**config.mk**
```make
export PLATFORM = sky130hd
export DESIGN_NAME = keypad_scanner
export DESIGN_NICKNAME = d
export VERILOG_FILES = /design/src/rtl/keypad_scanner_pkg.sv /design/src/rtl/keypad_debounce.sv /design/src/rtl/keypad_scanner.sv
export SDC_FILE = /design/constraint.sdc
export NUM_CORES = 1
export LEC_CHECK = 0
export ABC_AREA = 0
export BUFFER_PORTS_ARGS = -buffer_cell sky130_fd_sc_hd__buf_2
export CORE_ASPECT_RATIO = 1.75
export CORE_UTILIZATION = 59
export DETAILED_ROUTE_END_ITERATION = 10
export PLACE_DENSITY = 0.79
export SKIP_LAST_GASP = 1
export SYNTH_ARGS = -nofsm -noshare
export SYNTH_HDL_FRONTEND = slang
export SYNTH_HIERARCHICAL = 1
export SYNTH_SLANG_ARGS = --single-unit
```
**constraint.sdc**
```tcl
create_clock -name clk -period 3 [get_ports clk]
set_clock_uncertainty 0.05 [all_clocks]
set_input_delay 0.15 -clock clk [delete_from_list [all_inputs] [get_ports clk]]
set_output_delay 0.15 -clock clk [all_outputs]
set_load 0.03 [all_outputs]
```
**src/rtl/keypad_scanner_pkg.sv**
```systemverilog
// Shared definitions for the keypad scanner: matrix geometry, FSM encoding
// and the lowest-set-bit helper used to pick one key out of a group.
package keypad_scanner_pkg;

  localparam int KP_COLS   = 4;
  localparam int KP_ROWS   = 4;
  localparam int KP_MAP_W  = KP_COLS * KP_ROWS;
  localparam int KP_CODE_W = 4;
  localparam int KP_COL_W  = $clog2(KP_COLS);

  typedef enum logic [0:0] {
    KP_ST_SCAN = 1'b0,
    KP_ST_EVAL = 1'b1
  } kp_state_e;

  // Index of the lowest set bit; zero when no bit is set.
  function automatic logic [KP_CODE_W-1:0] kp_lowest_set(input logic [KP_MAP_W-1:0] bits);
    logic [KP_CODE_W-1:0] idx;
    idx = {KP_CODE_W{1'b0}};
    for (int i = KP_MAP_W - 1; i >= 0; i--) begin
      idx = bits[i] ? KP_CODE_W'(i) : idx;
    end
    return idx;
  endfunction

endpackage

```
**src/rtl/keypad_debounce.sv**
```systemverilog
// Debounces one full-matrix snapshot per scan and flags the lowest newly
// pressed key whenever the debounced map is refreshed.
module keypad_debounce
  import keypad_scanner_pkg::*;
#(
  parameter int DEBOUNCE_SCANS = 8
) (
  input  logic                 clk,
  input  logic                 rstn,
  input  logic                 eval,
  input  logic [KP_MAP_W-1:0]  raw,
  output logic [KP_MAP_W-1:0]  key_map,
  output logic                 key_event,
  output logic [KP_CODE_W-1:0] event_code
);

  localparam int CNT_W = $clog2(DEBOUNCE_SCANS + 1);
  localparam logic [CNT_W-1:0] CNT_MAX = CNT_W'(DEBOUNCE_SCANS);
  localparam logic [CNT_W-1:0] CNT_ONE = CNT_W'(1);

  logic [KP_MAP_W-1:0] last_raw_r;
  logic [KP_MAP_W-1:0] new_keys_s;
  logic [CNT_W-1:0]    stable_cnt_r;
  logic [CNT_W-1:0]    cnt_nxt_s;
  logic                update_s;

  // The map refreshes on every EVAL where the counter is (or lands) at its
  // saturation value, so DEBOUNCE_SCANS = 1 follows the raw scan directly.
  always_comb begin
    if (raw != last_raw_r) begin
      cnt_nxt_s = CNT_ONE;
    end else if (stable_cnt_r < CNT_MAX) begin
      cnt_nxt_s = stable_cnt_r + CNT_ONE;
    end else begin
      cnt_nxt_s = stable_cnt_r;
    end
    update_s   = eval && (cnt_nxt_s == CNT_MAX);
    new_keys_s = raw & ~key_map;
    key_event  = update_s && (|new_keys_s);
    event_code = kp_lowest_set(new_keys_s);
  end

  always_ff @(posedge clk or negedge rstn) begin
    if (!rstn) begin
      last_raw_r   <= {KP_MAP_W{1'b0}};
      stable_cnt_r <= {CNT_W{1'b0}};
      key_map      <= {KP_MAP_W{1'b0}};
    end else if (eval) begin
      last_raw_r   <= raw;
      stable_cnt_r <= cnt_nxt_s;
      if (update_s) begin
        key_map <= raw;
      end
    end
  end

endmodule

```
**src/rtl/keypad_scanner.sv**
```systemverilog
// 4x4 matrix keypad scanner: column sweep FSM, row synchronizer, debounced
// key map and a single-entry key event slot with valid/ready handshake.
module keypad_scanner
  import keypad_scanner_pkg::*;
#(
  parameter int SCAN_DIV       = 1000,
  parameter int DEBOUNCE_SCANS = 8
) (
  input  logic                 clk,
  input  logic                 rstn,
  input  logic [KP_ROWS-1:0]   keypad_row,
  output logic [KP_COLS-1:0]   keypad_col,
  output logic                 key_valid,
  output logic [KP_CODE_W-1:0] key_code,
  input  logic                 key_ready,
  output logic [KP_MAP_W-1:0]  key_map,
  output logic                 overflow,
  input  logic                 overflow_clr
);

  localparam int DIV_W = $clog2(SCAN_DIV);
  localparam logic [DIV_W-1:0]    DIV_LAST = DIV_W'(SCAN_DIV - 1);
  localparam logic [DIV_W-1:0]    DIV_ONE  = DIV_W'(1);
  localparam logic [KP_COL_W-1:0] COL_LAST = KP_COL_W'(KP_COLS - 1);
  localparam logic [KP_COL_W-1:0] COL_ONE  = KP_COL_W'(1);

  kp_state_e            state_r, state_nxt_s;
  logic [KP_COL_W-1:0]  col_idx_r, col_nxt_s;
  logic [DIV_W-1:0]     div_r, div_nxt_s;
  logic [KP_ROWS-1:0]   row_meta_r, row_sync_r;
  logic [KP_MAP_W-1:0]  raw_r;
  logic                 sample_s, eval_s;
  logic [KP_COLS-1:0]   col_drive_s;
  logic                 evt_s;
  logic [KP_CODE_W-1:0] evt_code_s;
  logic                 xfer_s, load_s, drop_s;

  always_ff @(posedge clk or negedge rstn) begin
    if (!rstn) begin
      state_r   <= KP_ST_SCAN;
      col_idx_r <= {KP_COL_W{1'b0}};
      div_r     <= {DIV_W{1'b0}};
    end else begin
      state_r   <= state_nxt_s;
      col_idx_r <= col_nxt_s;
      div_r     <= div_nxt_s;
    end
  end

  always_comb begin
    state_nxt_s = state_r;
    col_nxt_s   = col_idx_r;
    div_nxt_s   = div_r;
    case (state_r)
      KP_ST_SCAN: begin
        if (div_r == DIV_LAST) begin
          div_nxt_s   = {DIV_W{1'b0}};
          col_nxt_s   = col_idx_r + COL_ONE;
          state_nxt_s = (col_idx_r == COL_LAST) ? KP_ST_EVAL : KP_ST_SCAN;
        end else begin
          div_nxt_s = div_r + DIV_ONE;
        end
      end
      KP_ST_EVAL: begin
        state_nxt_s = KP_ST_SCAN;
        col_nxt_s   = {KP_COL_W{1'b0}};
        div_nxt_s   = {DIV_W{1'b0}};
      end
      default: begin
        state_nxt_s = KP_ST_SCAN;
        col_nxt_s   = {KP_COL_W{1'b0}};
        div_nxt_s   = {DIV_W{1'b0}};
      end
    endcase
  end

  // Column drive is computed from the next state so the registered pin
  // matches the column being scanned in the same cycle.
  always_comb begin
    sample_s    = (state_r == KP_ST_SCAN) && (div_r == DIV_LAST);
    eval_s      = (state_r == KP_ST_EVAL);
    if (state_nxt_s == KP_ST_SCAN) begin
      col_drive_s = ~(4'b0001 << col_nxt_s);
    end else begin
      col_drive_s = 4'b1111;
    end
  end

  always_ff @(posedge clk or negedge rstn) begin
    if (!rstn) begin
      row_meta_r <= {KP_ROWS{1'b0}};
      row_sync_r <= {KP_ROWS{1'b0}};
      raw_r      <= {KP_MAP_W{1'b0}};
      keypad_col <= 4'b1111;
    end else begin
      row_meta_r <= keypad_row;
      row_sync_r <= row_meta_r;
      keypad_col <= col_drive_s;
      if (sample_s) begin
        raw_r[{col_idx_r, 2'b00} +: KP_ROWS] <= ~row_sync_r;
      end
    end
  end

  keypad_debounce #(
    .DEBOUNCE_SCANS(DEBOUNCE_SCANS)
  ) u_debounce (
    .clk        (clk),
    .rstn       (rstn),
    .eval       (eval_s),
    .raw        (raw_r),
    .key_map    (key_map),
    .key_event  (evt_s),
    .event_code (evt_code_s)
  );

  always_comb begin
    xfer_s = key_valid && key_ready;
    load_s = evt_s && (!key_valid || xfer_s);
    drop_s = evt_s && key_valid && !xfer_s;
  end

  // A drop in the same cycle as overflow_clr keeps the flag set.
  always_ff @(posedge clk or negedge rstn) begin
    if (!rstn) begin
      key_valid <= 1'b0;
      key_code  <= {KP_CODE_W{1'b0}};
      overflow  <= 1'b0;
    end else begin
      if (load_s) begin
        key_valid <= 1'b1;
        key_code  <= evt_code_s;
      end else if (xfer_s) begin
        key_valid <= 1'b0;
      end
      if (drop_s) begin
        overflow <= 1'b1;
      end else if (overflow_clr) begin
        overflow <= 1'b0;
      end
    end
  end

endmodule

```
# After elaboration in Yosys (flattened, before gate mapping)

Index checks and enable logic that the tools add are counted.

Input port bits: 8
Logic and storage cells: 75
Memories: 0
Bits in latches: 0
Flip-flop bits (word level): 83
Memory bits (read-only): 0
Memory bits (writable): 0

Reduce and logical (&&, ||, !) cells: 14
Multiply operators: 0
Add/subtract/negate cells: 4
Shift operators: 3
Divide/modulo/power cells: 0
Equality and inequality tests: 4
Magnitude comparators: 1
Muxes and demuxes: 31
Bitwise operators: 5

Operator list:

| kind                     | count |
|---|---|
| $mux W4                  | 19 |
| $pmux W10 S2             | 1 |
| $and A16 B16 Y16         | 1 |
| $bwmux W16               | 1 |
| $ne A16 B16 Y1           | 1 |
| $not A16 Y16             | 1 |
| $reduce_or A16 Y1        | 1 |
| $shift A4 B6 Y16 const A | 1 |
| $shiftx A4 B6 Y16        | 1 |
| $add A10 B1 Y10 const B  | 1 |
| $eq A10 B10 Y1 const B   | 1 |
| $mux W10                 | 1 |
| $not A4 Y4               | 2 |
| $logic_and A1 B1 Y1      | 7 |
| $mux W1                  | 6 |
| $neg A4 Y6               | 1 |
| $add A4 B1 Y4 const B    | 1 |
| $eq A4 B4 Y1 const B     | 1 |
| $lt A4 B4 Y1 const B     | 1 |
| $pmux W2 S2              | 1 |
| $reduce_bool A2 Y1       | 2 |
| $shl A1 B2 Y4 const A    | 1 |
| $add A2 B1 Y2 const B    | 1 |
| $eq A2 B2 Y1 const B     | 1 |
| 6 further kinds          | 7 |

# Logic depth before layout (Yosys ltp)

Gate-level depths: netlist of the first run.

Word-level depth: 18
Mapped depth: 9

# Hierarchy

The synthesis of the first run kept the hierarchy.

By module, submodules not included:

| module          | area each (um^2) | cells each | seq. area each (um^2) | instances |
|---|---|---|---|---|
| keypad_scanner  | 2,030.7          | 166        | 1,181.1               | 1 |
| keypad_debounce | 1,910.6          | 157        | 900.9                 | 1 |

# Worst setup path after synthesis of the first run

No wires, ideal clock.

Kind: register -> register
Start: register raw_r[2]
End: register key_code[0]
Required time: 2.825 ns
Cell stages (with the launch flop): 9
Setup time: 0.125 ns
Slack: 0.774 ns
Arrival: 2.051 ns
Clock period less this slack: 2.226 ns
Cells stage by stage: dfrtp_1 > xor2_1 > nor4_2 > nand4_2 > nor2_4 > buf_12 > a21boi_1 > nand2_1 > mux2_2

Cells in the longest elaborated chain, start to end: 6
Elaborated cells on any way between the ends: 11
Those cells by class: 2 x eq/ne; 4 x mux; 1 x bitwise; 4 x reduce/logical

RTL lines:

| element                         | RTL line              | RTL |
|---|---|---|
| start, declared                 | keypad_scanner.sv:31  | `logic [KP_MAP_W-1:0] raw_r;` |
| start signal, assigned          | keypad_scanner.sv:93  | `raw_r <= {KP_MAP_W{1'b0}};` |
| start signal, assigned by index | keypad_scanner.sv:100 | `raw_r[{col_idx_r, 2'b00} +: KP_ROWS] <= ~row_sync_r;` |
| $ne A16 B16 Y1                  | keypad_debounce.sv:30 | `if (raw != last_raw_r) begin` |
| $mux W4                         | keypad_debounce.sv:30 |  |
| $eq A4 B4 Y1                    | keypad_debounce.sv:37 | `update_s = eval && (cnt_nxt_s == CNT_MAX);` |
| $logic_and A1 B1 Y1             | keypad_debounce.sv:37 |  |
| $logic_and A1 B1 Y1 *           | keypad_debounce.sv:39 | `key_event = update_s && (\|new_keys_s);` |
| via evt_s                       | keypad_scanner.sv:34  | `logic evt_s;` |
| $logic_and A1 B1 Y1 *           | keypad_scanner.sv:119 | `load_s = evt_s && (!key_valid \|\| xfer_s);` |
| end signal, assigned            | keypad_scanner.sv:127 | `key_code <= {KP_CODE_W{1'b0}};` |
| end signal, assigned            | keypad_scanner.sv:132 | `key_code <= evt_code_s;` |
| end, declared                   | keypad_scanner.sv:14  | `output logic [KP_CODE_W-1:0] key_code,` |

Mark *: on every way through the listed nets, which the timed path passes. The rest lies on a longest branch.
A chain may end at the register's enable or synchronous reset.

# Worst setup path after layout of the first run

Start: register raw_r[7]
End: register key_code[1]

Same word-level chain as after synthesis.

==> run metrics, run 1 <==
final worst path period share=between 80% and 90%; ports placed on the boundary=34; Worst Setup Path Type=reg -> reg; power density normalized to cell area=~520 mW/mm²; library cell occupying the most area in the post-synthesis netlist=dfrtp_1; insertion delay to the later sink of the worst-skew pair=0.34 ns; required time of the critical path=~3.2 ns; maximum fanout along the worst path=8; number of enable-type register cells in the synthesized netlist=0; unrepaired setup endpoints after global routing=false; number of warnings reported in the yosys synthesis log=6; via density per instance=about 5.7; register area share after synthesis=a little over half; pin count of the biggest net entering global routing=84; average wire per standard cell=between 15 and 20 µm; endpoint with the worst hold slack=key_valid; final hold slack=roughly 0.099 ns; post-route non-filler standard cell count=about 460; final setup violation count=0; post-synthesis cell type count=51; Primary FF master, synth=dfrtp_1; buffering stage count on the worst path with inverters included=0; endpoint of the worst-slack reg-to-reg timing path=key_code[1]; origin of the worst min-delay path=key_ready; max_slew headroom=a little under a third; worst ir drop on vdd=0.442 mV; Slew Viols, Final=0; Detailed Place HPWL=5390 µm; height of the die=between 100 and 150 µm; kind of cell adding the most delay to the critical path=simple AND/OR/NAND/NOR gates; final setup TNS=0 ns; routability-driven placement congestion ratio=between 0.7 and 0.8; multi-input combinational cell area=0.00176 mm²; number of standard-cell rows in the floorplan=39; # port buffers=33; Global Route Usage Sum=about 24%; highest cell delay on the worst timing path=0.45 ns; flip-flop and latch count after synthesis=83; total nets after synthesis=around 340; starting utilization of the core area=60.7%; initial DRC count=between 100 and 150; width of the die=~64 µm; element type at the critical path end=register; die area=roughly 0.007 mm²; data arrival time at the worst-slack endpoint=approximately 2.7 ns; post-layout worst setup margin=~0.50 ns; type of element launching the critical path=register; proportion of netlist area held by the largest area contributor=between 50% and 60%; count of fill cells added during filler insertion=449; first-pass detailed-route iteration total=4; Post-Syn Area=0.00394 mm²; library cell contributing the largest single delay on the critical path=dfrtp_1; core region area=between 0.006 and 0.007 mm²; CTS H-tree lvls=3; number of global-route vias before repair=~2,700; maximum buffer depth of the clock tree=2; Fmax=around 0.4 GHz; cell count after placement=about 430; share of cells above drive strength 1=31.6%; depth of the most critical reg-to-reg path=7; critical path launch point=raw_r[7]; most frequent cells in the layout=79 x dfrtp_1, 43 x mux2_2, 32 x buf_2; cell count after synthesis=323; Clk Tree Root Cell=clkbuf_16; Static Leakage=about 2.3 nW; sequence of cells on the critical path=xor2_1, nor4_1, nand4_2, nor2_4, a21boi_1, nand2_1, mux2_2; number of antenna violations at the first check in global routing=0; GRT overflow=0; via total after detailed routing=2,593; # Max-Cap Violations=0; fin nets=384; critical register-to-register path startpoint=raw_r[7]; post-layout minimum cycle time=2.50 ns; synth top area cells=dfrtp_1 50%, mux2_2 12%, xor2_1 4.2%; TritonCTS clock tree=done; first-pass GRT wire length=around 12,000 µm; average footprint of a synthesized cell=12.2 µm²; sum of routed wire length over all layers=between 7000 and 8000 µm; number of buffers inserted during clock tree synthesis=9; Synth async-reset ratio=between 90% and 100%; Clock transition at path regs=roughly 0.060 ns; measured slew at the worst slew-check pin=1.03 ns; Post-route DRC=0; run status=complete, no violations; Num Clock Sinks=between 80 and 90; area added between synthesis and finish=16.4%; count of final hold-check violations=0; Sequential cell area=roughly 0.0021 mm²; setup slack, reg-to-reg=0.50 ns; Detail Route Antenna Nets=0; most common cell after layout, fill and taps aside=dfrtp_1; Post-Place Setup Slack=roughly 0.49 ns; hold crit path type=in -> reg; n_diodes=0; instance count along the most critical hold path=3
## sequential cells by signal (all words and copies together), names as in the netlist
signal,cells
keypad_col,4
col_idx_r,2
raw_r,16
eval_s,1
u_debounce/key_map,16
row_sync_r,4
u_debounce/last_raw_r,16
u_debounce/stable_cnt_r,4
overflow,1
key_code,4
key_valid,1
div_r,10
row_meta_r,4
## metrics by stage
stage	cell area [µm²]	utilization [%]	total power [mW]
after CTS	4590	70.7	2.42
final	4590	70.7	2.40
after global placement	4190	64.6	1.18
after detailed placement	4190	64.6	1.18
after global routing	4590	70.7	2.46
after floorplan	3940	-	1.15
## power breakdown
part           switching (mW)  internal [mW]  leakage (nW)
Clock                   0.423          0.812         0.160
Sequential            0.00482           1.13          1.11
Combinational          0.0231        0.00950          1.02
## tightest hold or removal path, stage by stage
cell,delay [ns]
buf_2,0.07
nand2b_1,0.15
nand2_1,0.07
## what timing repair did
item | in CTS | in global routing
hold buffers | 6 | 0
buffers inserted | 0 | 0
gates resized for setup | 0 | 0
endpoints found under the hold margin | 84 | 0
## layer usage
layer  global-route usage, %  share of wire, %  wire length (µm)  vias to the layer above
li1                        -                 -                 -                     1240
met1                    25.2                38              2920                     1277
met2                    44.2                55              4220                       59
met3                    5.76               3.2               248                       17
met4                    13.5               3.2               248                        0
met5                       0                 0                 0                        -
## cell families (layout without fill, tap and decap cells)
group / Yosys count / count (layout) / share of synthesized area, %
flops: 83 / 83 / 52.8
mux: 54 / 54 / 16.2
compound gates: 36 / 36 / 6.13
fa+ha+maj: 7 / 7 / 2.22
simple gates: 101 / 101 / 15.3
buf+inv: 20 / 71 / 2.41
xor+xnor: 22 / 22 / 4.89
## worst max path at each step
stage                       end  depth (start not counted)
floorplan           key_code[0]                          8
global placement    key_code[1]                          7
detailed placement  key_code[1]                          7
CTS                 key_code[1]                          7
global route        key_code[2]                          7
finish              key_code[1]                          7
## final cells by class
type	instances	share of cell area [%]
Tap cell	82	2.24
Inverter	12	0.982
Sequential cell	83	45.4
Timing Repair Buffer	43	5.62
Clock inverter	5	2.24
Clock buffer	11	5.07
Multi-Input combinational cell	220	38.5
## synthesized netlist by cell type (4+ instances only)
| cell | n |
|---|---|
| a21oi_1 | 11 |
| nor4_1 | 7 |
| mux2_4 | 9 |
| nand2b_1 | 8 |
| nor2_1 | 26 |
| mux2_2 | 43 |
| nor3_1 | 9 |
| nor2b_1 | 11 |
| xor2_1 | 19 |
| ha_1 | 7 |
| nand2_1 | 13 |
| dfrtp_1 | 79 |
| dfstp_2 | 4 |
| o21ai_0 | 4 |
| nand3_1 | 5 |
| inv_1 | 11 |
Power figures use the tool's default switching activity.
==> inputs of run 2 (changes only) <==
--- a/config.mk
+++ b/config.mk
@@ -8,9 +8,9 @@
 export ABC_AREA = 0
 export BUFFER_PORTS_ARGS = -buffer_cell sky130_fd_sc_hd__buf_2
 export CORE_ASPECT_RATIO = 1.75
-export CORE_UTILIZATION = 59
+export CORE_UTILIZATION = 53
 export DETAILED_ROUTE_END_ITERATION = 10
-export PLACE_DENSITY = 0.79
+export PLACE_DENSITY = 0.75
 export SKIP_LAST_GASP = 1
 export SYNTH_ARGS = -nofsm -noshare
 export SYNTH_HDL_FRONTEND = slang
==> constraint.sdc (replaced) <==
create_clock -name clk -period 2.1 [get_ports clk]
set_clock_uncertainty 0.05 [all_clocks]
set_input_delay 0.105 -clock clk [delete_from_list [all_inputs] [get_ports clk]]
set_output_delay 0.105 -clock clk [all_outputs]
set_load 0.03 [all_outputs]
==> run metrics, run 2 (same netlist as run 1, synthesis figures left out) <==
area added between synthesis and finish=21.7% (was 16.4%); first-pass GRT wire length=13,100 µm (was 12,500 µm); final hold slack=0.0612 ns (was 0.0988 ns); final setup violation count=0 (unchanged); final worst path period share=96.5% (was 83.4%); registers with the most flip-flops=raw_r: 16 flops, u_debounce/key_map: 16 flops, u_debounce/last_raw_r: 16 flops (unchanged); post-layout worst setup margin=0.0727 ns (was 0.497 ns); sum of routed wire length over all layers=8170 µm (was 7640 µm); Num Clock Sinks=83 (unchanged); post-layout minimum cycle time=2.03 ns (was 2.50 ns); die area=0.00780 mm² (was 0.00702 mm²); GRT overflow=0 (unchanged); maximum fanout along the worst path=5 (was 8); Detail Route Antenna Nets=0 (unchanged); Worst Setup Path Type=reg -> reg (unchanged); height of the die=116 µm (was 110 µm); starting utilization of the core area=54.9% (was 60.7%); number of global-route vias before repair=2,745 (was 2,704); most frequent cells in the layout=78 x dfrtp_1, 42 x mux2_2, 32 x buf_2 (was 79 x dfrtp_1, 43 x mux2_2, 32 x buf_2); via total after detailed routing=2,670 (was 2,593); maximum buffer depth of the clock tree=2 (unchanged); via density per instance=5.55 (was 5.69); count of fill cells added during filler insertion=559 (was 449); hold crit path type=in -> reg (unchanged); core region area=0.00718 mm² (was 0.00649 mm²); highest cell delay on the worst timing path=0.43 ns (was 0.45 ns); Detailed Place HPWL=5880 µm (was 5390 µm); Post-route DRC=0 (unchanged); unrepaired setup endpoints after global routing=true (was false); n_diodes=0 (unchanged); worst ir drop on vdd=0.527 mV (was 0.442 mV); type of element launching the critical path=register (unchanged); insertion delay to the later sink of the worst-skew pair=0.34 ns (about the same); sequence of cells on the critical path=ha_1, nor3_2, o21ai_2, nor2_4, a21boi_4, nand2_2, mux2_4 (was xor2_1, nor4_1, nand4_2, nor2_4, a21boi_1, nand2_1, mux2_2); run status=complete, no violations (unchanged); fin nets=405 (was 384); number of buffers inserted during clock tree synthesis=9 (unchanged); number of antenna violations at the first check in global routing=0 (unchanged); Global Route Usage Sum=23.4% (was 24.2%); ports placed on the boundary=34 (unchanged); Clk Tree Root Cell=clkbuf_16 (unchanged); setup slack, reg-to-reg=0.07 ns (was 0.50 ns); width of the die=67.2 µm (was 63.8 µm); Clock transition at path regs=0.06 ns (about the same); data arrival time at the worst-slack endpoint=2.20 ns (was 2.67 ns); sum of internal, switching and leakage power=3.36 mW (was 2.40 mW); CTS H-tree lvls=3 (unchanged); first-pass detailed-route iteration total=4 (unchanged); routability-driven placement congestion ratio=0.795 (was 0.741); Slew Viols, Final=0 (unchanged); Post-Place Setup Slack=0.0474 ns (was 0.489 ns); share of cells above drive strength 1=37.0% (was 31.6%); pin count of the biggest net entering global routing=46 (was 84); # Max-Cap Violations=0 (unchanged); Static Leakage=2.42 nW (was 2.30 nW); power density normalized to cell area=700 mW/mm² (was 523 mW/mm²); # port buffers=33 (unchanged); initial DRC count=114 (was 140); required time of the critical path=2.27 ns (was 3.17 ns); element type at the critical path end=register (unchanged); number of standard-cell rows in the floorplan=41 (was 39); library cell contributing the largest single delay on the critical path=dfrtp_1 (unchanged); TritonCTS clock tree=done (unchanged); count of final hold-check violations=0 (unchanged); average wire per standard cell=17.0 µm (was 16.8 µm); Fmax=0.493 GHz (was 0.400 GHz); max_slew headroom=65.6% (was 31.4%); most common cell after layout, fill and taps aside=dfrtp_1 (unchanged); measured slew at the worst slew-check pin=0.509 ns (was 1.03 ns)
[run 2: per-stage QoR]
step / util (%) / setup TNS, ns / cells / cell area [µm²]
finish: 66.8 / 0 / 481 / 4800
global route: 66.8 / -0.00125 / 481 / 4800
CTS: 66.1 / 0 / 479 / 4750
detailed placement: 60.8 / 0 / 457 / 4370
global placement: 60.8 / 0 / 457 / 4370
floorplan: - / -0.346 / 323 / 3960
[run 2: metal layers]
| metal | vias to the layer above | share of wire, % | global-route usage [%] |
|---|---|---|---|
| li1 | 1277 | - | - |
| met1 | 1310 | 38 | 24.6 |
| met2 | 62 | 56 | 41.7 |
| met3 | 21 | 2.7 | 5.91 |
| met4 | 0 | 3.6 | 12.1 |
| met5 | - | 0 | 0 |
[run 2: what timing repair did]
action	in CTS	in global routing
hold endpoints to repair	39	0
buffers inserted	0	2
gates resized for setup	0	8
hold buffers	6	0
endpoints found under the setup margin	0	11
[run 2: worst max-delay path, delay by kind of cell (launching register included)]
kind	cells	cell delay, ns
AO/OA/AOI/OAI	2	0.31
adder cells (fa/ha/maj)	1	0.34
flip-flops	1	0.43
multiplexers	1	0.31
AND/OR/NAND/NOR	3	0.47
[run 2: layout make-up]
class | count | area (µm²) | area share [%]
clock buffers | 12 | 246 | 5.14
clock inverters | 4 | 73.8 | 1.54
inverters | 12 | 45.0 | 0.939
multi-input cells | 220 | 1810 | 37.8
flip-flops and latches | 83 | 2080 | 43.4
well taps | 86 | 108 | 2.24
repair buffers | 64 | 428 | 8.92
[run 2: path summary, 6_finish.rpt]
kind / start / end / cells past startpoint
max in group asynchronous: rstn / raw_r[15] / 3
worst max-delay path: u_debounce/stable_cnt_r[1] / key_code[2] / 7
min in group asynchronous: rstn / row_meta_r[1] / 2
worst min-delay path: key_ready / key_valid / 3
worst min register to register: row_meta_r[2] / row_sync_r[2] / 0
worst max register to register: u_debounce/stable_cnt_r[1] / key_code[2] / 7
[run 2: where the power goes]
group          internal (mW)  leakage, nW  switching, mW
Sequential              1.61         1.11        0.00695
Combinational         0.0174         1.15         0.0337
Clock                   1.08        0.157          0.614
Total                   2.70         2.42          0.655
==> inputs of run 3 (changes only) <==
==> constraint.sdc (replaced) <==
create_clock -name clk -period 1.65 [get_ports clk]
set_clock_uncertainty 0.05 [all_clocks]
set_input_delay 0.0825 -clock clk [delete_from_list [all_inputs] [get_ports clk]]
set_output_delay 0.0825 -clock clk [all_outputs]
set_load 0.005 [all_outputs]
==> run metrics, run 3 (same netlist as run 1, synthesis figures left out) <==
run status=finished with violations (was complete, no violations); violations in the final reports=setup timing; GRT overflow=0 (unchanged); worst ir drop on vdd=0.669 mV (was 0.527 mV); number of global-route vias before repair=3,080 (was 2,745); pin count of the biggest net entering global routing=42 (was 46); Slew Viols, Final=0 (unchanged); element type at the critical path end=register (unchanged); Detail Route Antenna Nets=0 (unchanged); most common cell after layout, fill and taps aside=dfrtp_1 (unchanged); # port buffers=33 (unchanged); measured slew at the worst slew-check pin=0.547 ns (was 0.509 ns); first-pass detailed-route iteration total=4 (unchanged); final worst path period share=124% (was 96.5%); Detailed Place HPWL=6380 µm (was 5880 µm); length of routed met3 wiring=288 µm (was 218 µm); core region area=0.00718 mm² (unchanged); finished layout cell area=0.00530 mm² (was 0.00480 mm²); registers with the most flip-flops=raw_r: 16 flops, u_debounce/key_map: 16 flops, u_debounce/last_raw_r: 16 flops (unchanged); number of standard-cell rows in the floorplan=41 (unchanged); average wire per standard cell=17.5 µm (was 17.0 µm); Clk Tree Root Cell=clkbuf_16 (unchanged); n_diodes=0 (unchanged); most frequent cells in the layout=79 x dfrtp_1, 74 x buf_4, 42 x mux2_2 (was 78 x dfrtp_1, 42 x mux2_2, 32 x buf_2); CTS H-tree lvls=3 (unchanged); # Max-Cap Violations=0 (unchanged); die area=0.00780 mm² (unchanged); final setup violation count=26 (was 0); maximum buffer depth of the clock tree=2 (unchanged); insertion delay to the later sink of the worst-skew pair=0.34 ns (about the same); data arrival time at the worst-slack endpoint=2.22 ns (was 2.20 ns); fin nets=459 (was 405); Static Leakage=2.70 nW (was 2.42 nW); post-layout minimum cycle time=2.05 ns (was 2.03 ns); width of the die=67.2 µm (unchanged); Worst Setup Path Type=reg -> reg (unchanged); post-layout worst setup margin=-0.398 ns (was 0.0727 ns); Clock transition at path regs=0.06 ns (about the same); via density per instance=5.66 (was 5.55); Post-Place Setup Slack=-0.406 ns (was 0.0474 ns); required time of the critical path=1.82 ns (was 2.27 ns); Num Clock Sinks=83 (unchanged); highest routing layer actually used=met4 (unchanged); sum of routed wire length over all layers=9360 µm (was 8170 µm); sum of internal, switching and leakage power=4.07 mW (was 3.36 mW); routability-driven placement congestion ratio=0.789 (was 0.795); height of the die=116 µm (unchanged); Global Route Usage Sum=25.6% (was 23.4%); number of antenna violations at the first check in global routing=0 (unchanged); type of element launching the critical path=register (unchanged); hold crit path type=in -> reg (unchanged); number of buffers inserted during clock tree synthesis=9 (unchanged); area added between synthesis and finish=34.5% (was 21.7%); via total after detailed routing=3,029 (was 2,670); ports placed on the boundary=34 (unchanged); met2 wire length=5280 µm (was 4560 µm); maximum fanout along the worst path=4 (was 5); unrepaired setup endpoints after global routing=true (unchanged); wire length the detailed router placed on met1=3280 µm (was 3090 µm); share of cells above drive strength 1=48.1% (was 37.0%); starting utilization of the core area=54.9% (unchanged); Post-route DRC=0 (unchanged); max_slew headroom=63.5% (was 65.6%); power density normalized to cell area=768 mW/mm² (was 700 mW/mm²); final setup TNS=-8.75 ns (was 0 ns); initial DRC count=117 (was 114); Fmax=0.488 GHz (was 0.493 GHz); count of final hold-check violations=0 (unchanged); TritonCTS clock tree=done (unchanged); placed inst area=0.00473 mm² (was 0.00437 mm²); first-pass GRT wire length=14,200 µm (was 13,100 µm)
run 3: area by class of cell:
type | count | area [µm²]
flip-flops and latches | 83 | 2080
clock buffers | 12 | 236
clock inverters | 4 | 51.3
well taps | 86 | 108
multi-input cells | 220 | 1910
repair buffers | 118 | 861
inverters | 12 | 50.0
fillers | 470 | 1880
run 3: path summary, 6_finish.rpt:
path,startpoint,end,slack (ns),cells past startpoint
max in group asynchronous,rstn,raw_r[0],0.73,3
hold / removal,key_ready,key_valid,0.04,3
hold reg to reg,row_meta_r[3],row_sync_r[3],0.30,0
setup / recovery,u_debounce/last_raw_r[8],key_code[3],-0.40,7
setup reg to reg,u_debounce/last_raw_r[8],key_code[3],-0.40,7
min in group asynchronous,rstn,u_debounce/key_map[14],0.22,2
run 3: where the power goes:
| group | switching [mW] | internal, mW | leakage [nW] |
|---|---|---|---|
| Combinational | 0.0448 | 0.0237 | 1.45 |
| Sequential | 0.0104 | 2.05 | 1.11 |
| Clock | 0.776 | 1.17 | 0.137 |
run 3: critical path: stages, from the launching register on:
cell and delay, ns:
dfrtp_1 0.40, xor2_1 0.16, nor4_2 0.38, nand4_2 0.19, nor2_4 0.15, a21boi_4 0.20
nand2_2 0.11, mux2_2 0.29
run 3: routing by layer:
layer | track usage (%) | vias up
met5 | 0 | -
met4 | 14.2 | 0
met3 | 6.00 | 38
met2 | 46.4 | 85
met1 | 25.8 | 1514
li1 | - | 1392
run 3: what timing repair did:
item                                   CTS  global route
gates resized for setup                 14            22
hold buffers                             6             0
endpoints found under the hold margin   40             0
buffers inserted                         7             7
setup endpoints to repair               34            47
pin swaps                                7             7
run 3: through the flow:
stage	hold WS, ns	std cells	utilization (%)
finish	0.0439	535	73.8
global route	0.0611	535	73.8
CTS	0.0446	530	72.2
detailed placement	0.0566	501	65.9
global placement	0.0483	501	65.9
floorplan	-0.263	323	-
